$ cat src/rtl/dbus_initiator.sv
// dbus_initiator: single-outstanding data-bus master for peripheral responders.
//
// Takes one read/write command on a valid/ready port, drives a dbus request until the
// responder acks (or, optionally, a timeout expires), then holds the result on a
// valid/ready response port until it is consumed.
//
// Ports:
//   clk, rst         clock (posedge) and synchronous active-high reset
//   cmd_*            command port: valid/ready, we, addr, wdata
//   rsp_*            response port: valid/ready, rdata (0 for writes/errors), err
//   busy_o           high whenever not idle
//   periph_sel_o     peripheral select, identical to dbus req
//   dbus2peri_o      packed {addr[ADDR_W-1:0], w_data[DATA_W-1:0], w_en, req}
//   peri2dbus_i      packed {ack, r_data[DATA_W-1:0]}
//
// Optional feature macro: DBUS_INIT_TIMEOUT_EN
//   Defined:   abort REQ after TIMEOUT_CYCLES cycles without ack, reporting rsp_err_o=1.
//   Undefined: REQ waits indefinitely; rsp_err_o is tied 0.
module dbus_initiator #(
    parameter int unsigned ADDR_W         = 32,
    parameter int unsigned DATA_W         = 32,
    parameter int unsigned TIMEOUT_CYCLES = 64
) (
    input  logic                     clk,
    input  logic                     rst,
    input  logic                     cmd_valid_i,
    output logic                     cmd_ready_o,
    input  logic                     cmd_we_i,
    input  logic [ADDR_W-1:0]        cmd_addr_i,
    input  logic [DATA_W-1:0]        cmd_wdata_i,
    output logic                     rsp_valid_o,
    input  logic                     rsp_ready_i,
    output logic [DATA_W-1:0]        rsp_rdata_o,
    output logic                     rsp_err_o,
    output logic                     busy_o,
    output logic                     periph_sel_o,
    output logic [ADDR_W+DATA_W+1:0] dbus2peri_o,
    input  logic [DATA_W:0]          peri2dbus_i
);

    typedef enum logic [1:0] {StIdle, StReq, StResp} state_e;

    state_e              state_q, state_d;
    logic [ADDR_W-1:0]   addr_q, addr_d;
    logic [DATA_W-1:0]   wdata_q, wdata_d;
    logic                we_q, we_d;
    logic [DATA_W-1:0]   rdata_q, rdata_d;
    logic                ack;
    logic [DATA_W-1:0]   r_data;
    logic                timeout;
    logic                req;

    assign ack    = peri2dbus_i[DATA_W];
    assign r_data = peri2dbus_i[DATA_W-1:0];

`ifdef DBUS_INIT_TIMEOUT_EN
    localparam int unsigned CntW = $clog2(TIMEOUT_CYCLES + 1);

    logic [CntW-1:0] cnt_q, cnt_d;
    logic            err_q, err_d;

    assign timeout = (cnt_q == CntW'(TIMEOUT_CYCLES - 1));

    always_comb begin
        cnt_d = cnt_q;
        err_d = err_q;
        if (state_q == StIdle && cmd_valid_i) begin
            cnt_d = '0;
        end else if (state_q == StReq) begin
            if (ack) begin
                err_d = 1'b0;  // ack beats a simultaneous timeout
            end else begin
                cnt_d = cnt_q + CntW'(1);
                if (timeout) begin
                    err_d = 1'b1;
                end
            end
        end
    end

    always_ff @(posedge clk) begin
        if (rst) begin
            cnt_q <= '0;
            err_q <= 1'b0;
        end else begin
            cnt_q <= cnt_d;
            err_q <= err_d;
        end
    end

    assign rsp_err_o = err_q;
`else
    logic unused_timeout_cfg;

    assign unused_timeout_cfg = (TIMEOUT_CYCLES != 0);
    assign timeout            = 1'b0;
    assign rsp_err_o          = 1'b0;
`endif

    always_comb begin
        state_d = state_q;
        addr_d  = addr_q;
        wdata_d = wdata_q;
        we_d    = we_q;
        rdata_d = rdata_q;
        case (state_q)
            StIdle: begin
                if (cmd_valid_i) begin
                    addr_d  = cmd_addr_i;
                    wdata_d = cmd_wdata_i;
                    we_d    = cmd_we_i;
                    state_d = StReq;
                end
            end
            StReq: begin
                if (ack) begin
                    rdata_d = we_q ? '0 : r_data;
                    state_d = StResp;
                end else if (timeout) begin
                    rdata_d = '0;
                    state_d = StResp;
                end
            end
            StResp: begin
                if (rsp_ready_i) begin
                    state_d = StIdle;
                end
            end
            default: state_d = StIdle;
        endcase
    end

    always_ff @(posedge clk) begin
        if (rst) begin
            state_q <= StIdle;
            addr_q  <= '0;
            wdata_q <= '0;
            we_q    <= 1'b0;
            rdata_q <= '0;
        end else begin
            state_q <= state_d;
            addr_q  <= addr_d;
            wdata_q <= wdata_d;
            we_q    <= we_d;
            rdata_q <= rdata_d;
        end
    end

    // req comes straight from the state register, so it drops the cycle after ack is
    // sampled and the responder sees exactly one access per command.
    assign req          = (state_q == StReq);
    assign cmd_ready_o  = (state_q == StIdle);
    assign rsp_valid_o  = (state_q == StResp);
    assign busy_o       = (state_q != StIdle);
    assign periph_sel_o = req;
    assign rsp_rdata_o  = rdata_q;
    assign dbus2peri_o  = {addr_q, wdata_q, req & we_q, req};

endmodule

$ cat config.mk
export PLATFORM = sky130hd
export DESIGN_NAME = dbus_initiator
export DESIGN_NICKNAME = d
export VERILOG_FILES = /design/src/rtl/dbus_initiator.sv
export SDC_FILE = /design/constraint.sdc
export NUM_CORES = 1
export LEC_CHECK = 0
export CORE_UTILIZATION = 42
export CTS_CLUSTER_SIZE = 8
export DETAILED_ROUTE_END_ITERATION = 8
export PLACE_DENSITY = 0.81
export RECOVER_POWER = 100
export SKIP_CTS_REPAIR_TIMING = 1
export SLEW_MARGIN = 10
export SYNTH_ARGS = -nofsm -noshare
export SYNTH_HDL_FRONTEND = slang
export SYNTH_SLANG_ARGS = --single-unit
$ cat constraint.sdc
create_clock -name clk -period 1.6 [get_ports clk]
set_input_delay 0.32 -clock clk [delete_from_list [all_inputs] [get_ports clk]]
set_output_delay 0.32 -clock clk [all_outputs]
set_load 0.005 [all_outputs]
# After elaboration in Yosys (flattened, before gate mapping)
# Cells that the tools add are included.
[word_totals]
latch_bits = 0
mem_bits_rw = 0
out_inout_bits = 103
n_memories = 0
register_bits = 99
mem_bits_ro = 0
inputBits = 102
[op_classes]
div_mod_pow = 0
add_sub_neg = 0
multipliers = 0
reduce_logical = 5
n_mux = 5
order_cmp = 0
bitwise_logic = 1
shift = 0
n_eq_ne = 5
[op_table]
columns = ["operator", "n"]
rows = [
  ["$mux 32", 1],
  ["$mux 2", 3],
  ["$pmux 2 s3", 1],
  ["$ne 2x2->1 const B", 2],
  ["$reduce_and 2->1", 2],
  ["$reduce_and 3->1", 1],
  ["$eq 2x1->1 const B", 1],
  ["$eq 2x2->1 const B", 1],
  ["$logic_not 2->1", 1],
  ["$ne 2x1->1 const B", 1],
  ["$reduce_bool 2->1", 1],
  ["$and 1x1->1", 1],
]

# Longest topological paths before layout
# Gate-level depths: netlist (run 1).
[depth]
ltp_word = 3
depth_mapped = 4
depth_no_buf = 2

# Least setup slack after synthesis (run 1)
# Ideal clock, no wire load.
[synth_timing]
kind = "reg2reg"
start = "register state_q[0]"
end = "register addr_q[0]"
path_stages_with_launch = 5
period_less_slack_ns = 1.162
required_time_ns = 1.528
slack_ns = 0.438
arrival_time_ns = 1.091
path_cell_list = "dfxtp_1 nor3b_2 buf_4 buf_6 mux2i_1"
[synth_via]
elab_chain_cells = 2
[synth_lines]
columns = ["item", "line_no", "text"]
rows = [
  ["start: declaration", "43", "state_e state_q, state_d;"],
  ["start signal: assignment", "135", "state_q <= StIdle;"],
  ["start signal: assignment", "141", "state_q <= state_d;"],
  ["$logic_not 2->1", "106", "case (state_q)"],
  ["$reduce_and 2->1 (no line)", "--", ""],
  ["end signal: assignment", "142", "addr_q <= addr_d;"],
  ["end: declaration", "44", "logic [ADDR_W-1:0] addr_q, addr_d;"],
]
# No other way between the ends.
# A chain may end at the register's enable or synchronous reset.

# Final worst setup path (run 1)
[layout_timing]
start = "register wdata_q[31]"
end = "output port dbus2peri_o[33]"
[layout_rtl]
columns = ["item", "line_no", "text"]
rows = [
  ["start: declaration", "45", "logic [DATA_W-1:0] wdata_q, wdata_d;"],
  ["start signal: assignment", "143", "wdata_q <= wdata_d;"],
  ["end: declaration", "37", "output logic [ADDR_W+DATA_W+1:0] dbus2peri_o,"],
]
# No word-level cell between the ends.

==> results by group, run 1 <==
Status
  • Run status: completed

Final layout
  • Layout cells sized above 1: 0.0949
  • Layout Nets: 740
  • P&R area growth vs syn: 51.4%
  • Non-filler instance count after layout: about 780
  • Fillcell total: 857
  • Final standard cell utilization of the core: 0.660
  • ANT cells: 0

STA
  • Crit path time final: 1540 ps
  • Final period util: 0.963
  • Hold WS: about 470 ps
  • Endpoints failing setup: 0
  • Skew final: about 13 ps
  • Max Clk Rate: around 650 MHz
  • Fin. max-slew vios: 0
  • Final hold viol count: 0
  • Setup_tns: 0 ps

Floorplan
  • Row cnt: 37
  • CORE AREA: about 10000 um^2
  • Die X: 106 um
  • IO Count: 205
  • Initial core utilization: 0.436
  • Die area: roughly 11000 um^2
  • DIE HEIGHT: around 110 um

Synthesis
  • Fraction of registers with async set/reset: 0
  • FF+latch count, synth: 99
  • Top-count cell post-synth: nand2b_1
  • Post-Synthesis Cells: between 400 and 500
  • Yosys top cell by area: dfxtp_1
  • Sequential fraction of the synthesis area: 0.436
  • Synth Net Count: ~540
  • Top FF cell, synth: dfxtp_1
  • Syn_area_per_cell: 10.3 um^2
  • Library cells used by synthesis: 18
  • Mapped Area: between 4000 and 5000 um^2
  • Synth Warn #: 0
  • Top cells by area, synth: dfxtp_1 (44%), nand2b_1 (22%), mux2i_1 (21%)
  • Synth top area share: 0.436
  • EDFF count, synth: 0
  • Top cell types by occurrence after synthesis: nand2b_1 (162), dfxtp_1 (99), mux2i_1 (97), clkbuf_1 (23), or3b_2 (22)

CTS
  • H-tree depth: 3
  • Clock tree from TritonCTS: yes
  • Inserted Clock Buffers: 9
  • CTS max path bufs: 2
  • Worst skew pair latency: approximately 350 ps
  • CTS root buf: clkbuf_8
  • Clock-pin slew on the worst setup and hold paths: ~90 ps
  • Sink Count: 99

Setup path
  • CP cell instances: clkdlybuf4s50_1
  • Crit path from: wdata_q[31]
  • FF-to-FF Start: state_q[0]
  • Element type at the critical path end: output port
  • Slowest cell on crit path: clkdlybuf4s50_1
  • R2R cell count: 5
  • Crit Path Class: flip-flop to output port
  • Arr. time, crit path: 1220 ps
  • Buf/Inv on CP: 1
  • Largest stage delay on the critical path: around 540 ps
  • Data required, critical path: ~1300 ps
  • Crit Path Max Fanout: 2
  • Crit path to: dbus2peri_o[33]
  • Top delay family on crit path: buffers and inverters
  • Levels on crit path: 1
  • Crit start category: flip-flop
  • FF-to-FF End: addr_q[20]
  • R2R setup slack: 120 ps

Power and ir drop
  • Combinational share of power: 0.219
  • Net Switching: 1330 uW
  • Cell Pwr Density: ~770 nW/um^2
  • Sw Share: 0.252
  • Internal power: about 3900 uW
  • Part of the power in registers: 0.512
  • Leakage: roughly 0.0026 uW
  • Max VDD drop: about 0.36 mV
  • Clk pwr share: 0.270
  • Power, Total: roughly 5300 uW

Detailed routing
  • Routed WL: between 10000 and 15000 um
  • Initial DRC Count: just over 90
  • DRC errors left: 0
  • Via density: approximately 4.7
  • Detailed Routing Iterations Pass 1: 4
  • Post-DRT Antenna Nets: 0
  • Vias: about 3600
  • Routed length per instance: approximately 14 um

Global route
  • Pin count of the biggest net entering global routing: 69
  • First-pass GRT wire length: 17700 um
  • Initial antenna violation count: 0
  • Congestion Overflow GR: 0
  • Total track usage: 0.198
  • Vias in the first global route: 3776

Hold path
  • Worst Hold Class: flip-flop to flip-flop

Place
  • Port Buffer Count: between 200 and 250
  • RePlAce Congestion: about 0.75
  • Dpl hpwl: between 8000 and 9000 um
  • Inst Count DP: around 760

Job
  • Number of max-cap violations: 0
metal layers:
metal  track usage  share of wire  vias up
met2         0.366           0.52      106
met5             0              0        -
met1         0.217           0.40     1699
li1              -              -     1824
met4        0.0635          0.015        0
met3        0.0533          0.062       12
cells by family (layout without fill, tap and decap cells):
kind of cell	count (synthesis)	in the layout	synth area share
mux	97	97	0.214
simple gates	202	202	0.298
flops	99	99	0.436
compound gates	2	2	0.00441
buf+inv	38	242	0.0465
other cells	1	1	0.000825
layout make-up:
cell class,count,area [um^2],area share
tap,136,170,0.0247
clock buffer,10,128,0.0186
sequential,99,1990,0.289
inverter,1,3.75,0.000546
multi-input combinational,302,2360,0.343
clock inverter,6,41.3,0.00600
timing repair buffer,225,2190,0.318
registers in the layout (all words and copies together) (netlist names):
signal / flops
addr_q: 32
rsp_rdata_o: 32
wdata_q: 32
state_q: 2
we_q: 1
power by group through the flow:
stage / Clock (uW) / Sequential (uW) / Combinational, uW
floorplan: 0 / 2770 / 493
global placement: 0 / 2750 / 1180
detailed placement: 0 / 2760 / 1210
CTS: 1490 / 2700 / 1210
global route: 1600 / 2720 / 1240
finish: 1420 / 2700 / 1150
how the worst min path moves through the flow:
stage / startpoint / endpoint / cells past startpoint
CTS: addr_q[11] / addr_q[11] / 2
detailed placement: rsp_rdata_o[13] / rsp_rdata_o[13] / 2
finish: wdata_q[20] / wdata_q[20] / 2
floorplan: addr_q[11] / addr_q[11] / 2
global placement: wdata_q[20] / wdata_q[20] / 2
global route: addr_q[21] / addr_q[21] / 2
cell usage in the layout, fill, tap and decap left out, types with 7 or more instances in the layout:
| master | instances |
|---|---|
| or3b_1 | 10 |
| clkbuf_1 | 8 |
| mux2i_1 | 97 |
| nand2b_1 | 162 |
| dfxtp_1 | 94 |
| clkdlybuf4s50_1 | 189 |
| or3b_2 | 22 |
| clkbuf_8 | 9 |
| buf_4 | 10 |
| clkdlybuf4s25_1 | 7 |
per-stage QoR:
stage                     instance area (um^2)  setup slack [ps]
after global routing                      6880             -11.2
final                                     6880              59.0
after CTS                                 6950              -341
after global placement                    6780              1.50
after detailed placement                  6780             -41.7
after floorplan                           4540               438
Power figures use the tool's default switching activity.
==> run 2, diff against run 1 <==
==> constraint.sdc (replaced) <==
create_clock -name clk -period 1.6 [get_ports clk]
set_input_delay 0.16 -clock clk [delete_from_list [all_inputs] [get_ports clk]]
set_output_delay 0.16 -clock clk [all_outputs]
set_load 0.005 [all_outputs]
==> run 2 against run 1 <==
Against the previous run:
- final area fell by 0.15%
- clock skew down 0.96 ps
- power increased by 2.2%
- clock power is 13% higher
- clock-buffer cell count is 2 higher
- wire length about the same
- critical path type unchanged
- largest cell class unchanged
- highest routed layer unchanged
==> results by group, run 2 (synthesized netlist as in run 1, its figures left out) <==
Status
  • Run status: completed

Final layout
  • Cell area after layout: 6870 um^2
  • Fillcell total: roughly 850
  • Most common cell after layout, fill and taps aside: nand2b_1
  • Most frequent cells in the layout: nand2b_1 (162), clkdlybuf4s50_1 (100), mux2i_1 (97), dfxtp_1 (97), dlygate4sd3_1 (96)
  • ANT cells: 0
  • P&R area growth vs syn: 51.2%
  • Layout Nets: 729
  • Layout cells sized above 1: 0.0839
  • Non-filler instance count after layout: 768
  • Final standard cell utilization of the core: 0.659

STA
  • Fin. max-slew vios: 0
  • Crit path time final: roughly 1500 ps
  • Rel. slew slack: 0.611
  • Hold WS: between 300 and 400 ps
  • Worst-Margin Slew: around 600 ps
  • Final period util: 0.913
  • Endpoints failing setup: 0
  • Max Clk Rate: about 700 MHz
  • Final hold viol count: 0
  • RSZ-0062 raised after global routing: no
  • Skew final: around 12 ps

Detailed routing
  • Post-DRT Antenna Nets: 0
  • DRC errors left: 0
  • Routed length per instance: 14.5 um
  • Initial DRC Count: 105
  • Via density: 4.71
  • Detailed Routing Iterations Pass 1: 5
  • Routed WL: 11100 um
  • Vias: approximately 3600

Hold path
  • Worst Hold Class: input pin to flip-flop

Global route
  • Vias in the first global route: 3722
  • Congestion Overflow GR: 0
  • Initial antenna violation count: 0
  • Pin count of the biggest net entering global routing: 79
  • Total track usage: 0.194
  • First-pass GRT wire length: around 18000 um

Setup path
  • Buf/Inv on CP: 1
  • Crit Path Class: flip-flop to output port
  • Slowest cell on crit path: dlygate4sd3_1
  • Data required, critical path: 1440 ps
  • Arr. time, crit path: approximately 1300 ps
  • Element type at the critical path end: output port
  • Crit Path Max Fanout: 2
  • Largest stage delay on the critical path: about 600 ps
  • CP cell instances: dlygate4sd3_1
  • Crit start category: flip-flop
  • Top delay family on crit path: buffers and inverters

Power and ir drop
  • Cell Pwr Density: a little under 800 nW/um^2
  • Power, Total: roughly 5400 uW
  • Max VDD drop: just under 0.4 mV
  • Leakage: about 0.0029 uW

Floorplan
  • Die X: approximately 110 um
  • Row cnt: 37
  • IO Count: about 210
  • Initial core utilization: 0.436
  • CORE AREA: between 10000 and 15000 um^2
  • DIE HEIGHT: between 100 and 150 um
  • Die area: ~11000 um^2

Place
  • Dpl hpwl: 8000 um
  • RePlAce Congestion: 0.753
  • Placement Cell Area: 6680 um^2
  • Inst Count DP: between 700 and 800
  • Port Buffer Count: 203

CTS
  • Sink Count: between 90 and 100
  • Inserted Clock Buffers: 9
  • Worst skew pair latency: ~350 ps
  • H-tree depth: 3
  • CTS max path bufs: 2
  • Clock-pin slew on the worst setup and hold paths: 100 ps
  • Clock tree from TritonCTS: yes
  • CTS root buf: clkbuf_8

Job
  • Number of max-cap violations: 0
## run 2: cell types whose count changed in the layout (fill, tap and decap cells not counted), sizes merged
cell / previous run / this run
clkdlybuf4s50: 189 / 100
clkinv: 2 / 1
clkbuf: 23 / 14
buf: 11 / 10
inv: 2 / 1
clkdlybuf4s25: 7 / 5
dlymetal6s2s: 5 / 1
dlygate4sd3: 0 / 96
clkinvlp: 3 / 2
bufinv: 0 / 1
## run 2: layout make-up
class                   count  area, um^2  area share
multi-input cells         302        2360       0.344
flip-flops and latches     99        1990       0.289
clock inverters             4        50.0     0.00729
clock buffers              12         145      0.0211
inverters                   1        3.75    0.000547
repair buffers            214        2150       0.313
well taps                 136         170      0.0248
## run 2: per-layer routing
layer  part of all wire  vias to the layer above  track usage
met5                  0                        -            0
met4              0.029                        0       0.0942
li1                   -                     1810            -
met2               0.50                      114        0.348
met3              0.054                       19       0.0435
met1               0.42                     1676        0.216
## run 2: worst register-to-register path, stage by stage, from the launching register on
cell,delay [ps]
dfxtp_4,370
buf_4,120
and3b_1,210
clkbuf_4,350
mux2i_1,240
## run 2: worst paths after layout
check,start,end,slack [ps],depth (start not counted)
hold / removal,cmd_addr_i[20],addr_q[20],370,3
hold reg to reg,addr_q[23],addr_q[23],470,2
setup / recovery,rsp_rdata_o[28],rsp_rdata_o[28],140,1
setup reg to reg,state_q[0],rsp_rdata_o[20],250,4
## run 2: per-stage QoR
stage               setup TNS (ps)  worst slack, ps
floorplan                        0              438
global placement                 0             19.4
detailed placement           -13.3            -5.64
CTS                          -1200             -323
global route                     0             72.7
finish                           0              138
## run 2: power breakdown
part           total (uW)  leakage [uW]  switching (uW)  internal, uW
clock network        1610     0.0000926             843           766
registers            2700      0.000812            78.0          2620
logic                1090       0.00196             383           709
total                5400       0.00286            1300          4090
==> run 3, diff against run 2 <==
--- a/config.mk
+++ b/config.mk
@@ -8,6 +8,7 @@
 export CORE_UTILIZATION = 42
 export CTS_CLUSTER_SIZE = 8
 export DETAILED_ROUTE_END_ITERATION = 8
+export GPL_ROUTABILITY_DRIVEN = 0
 export PLACE_DENSITY = 0.81
 export RECOVER_POWER = 100
 export SKIP_CTS_REPAIR_TIMING = 1
==> results of run 3 <==
No change in the layout: final DEF, timing and power equal those of run 2.
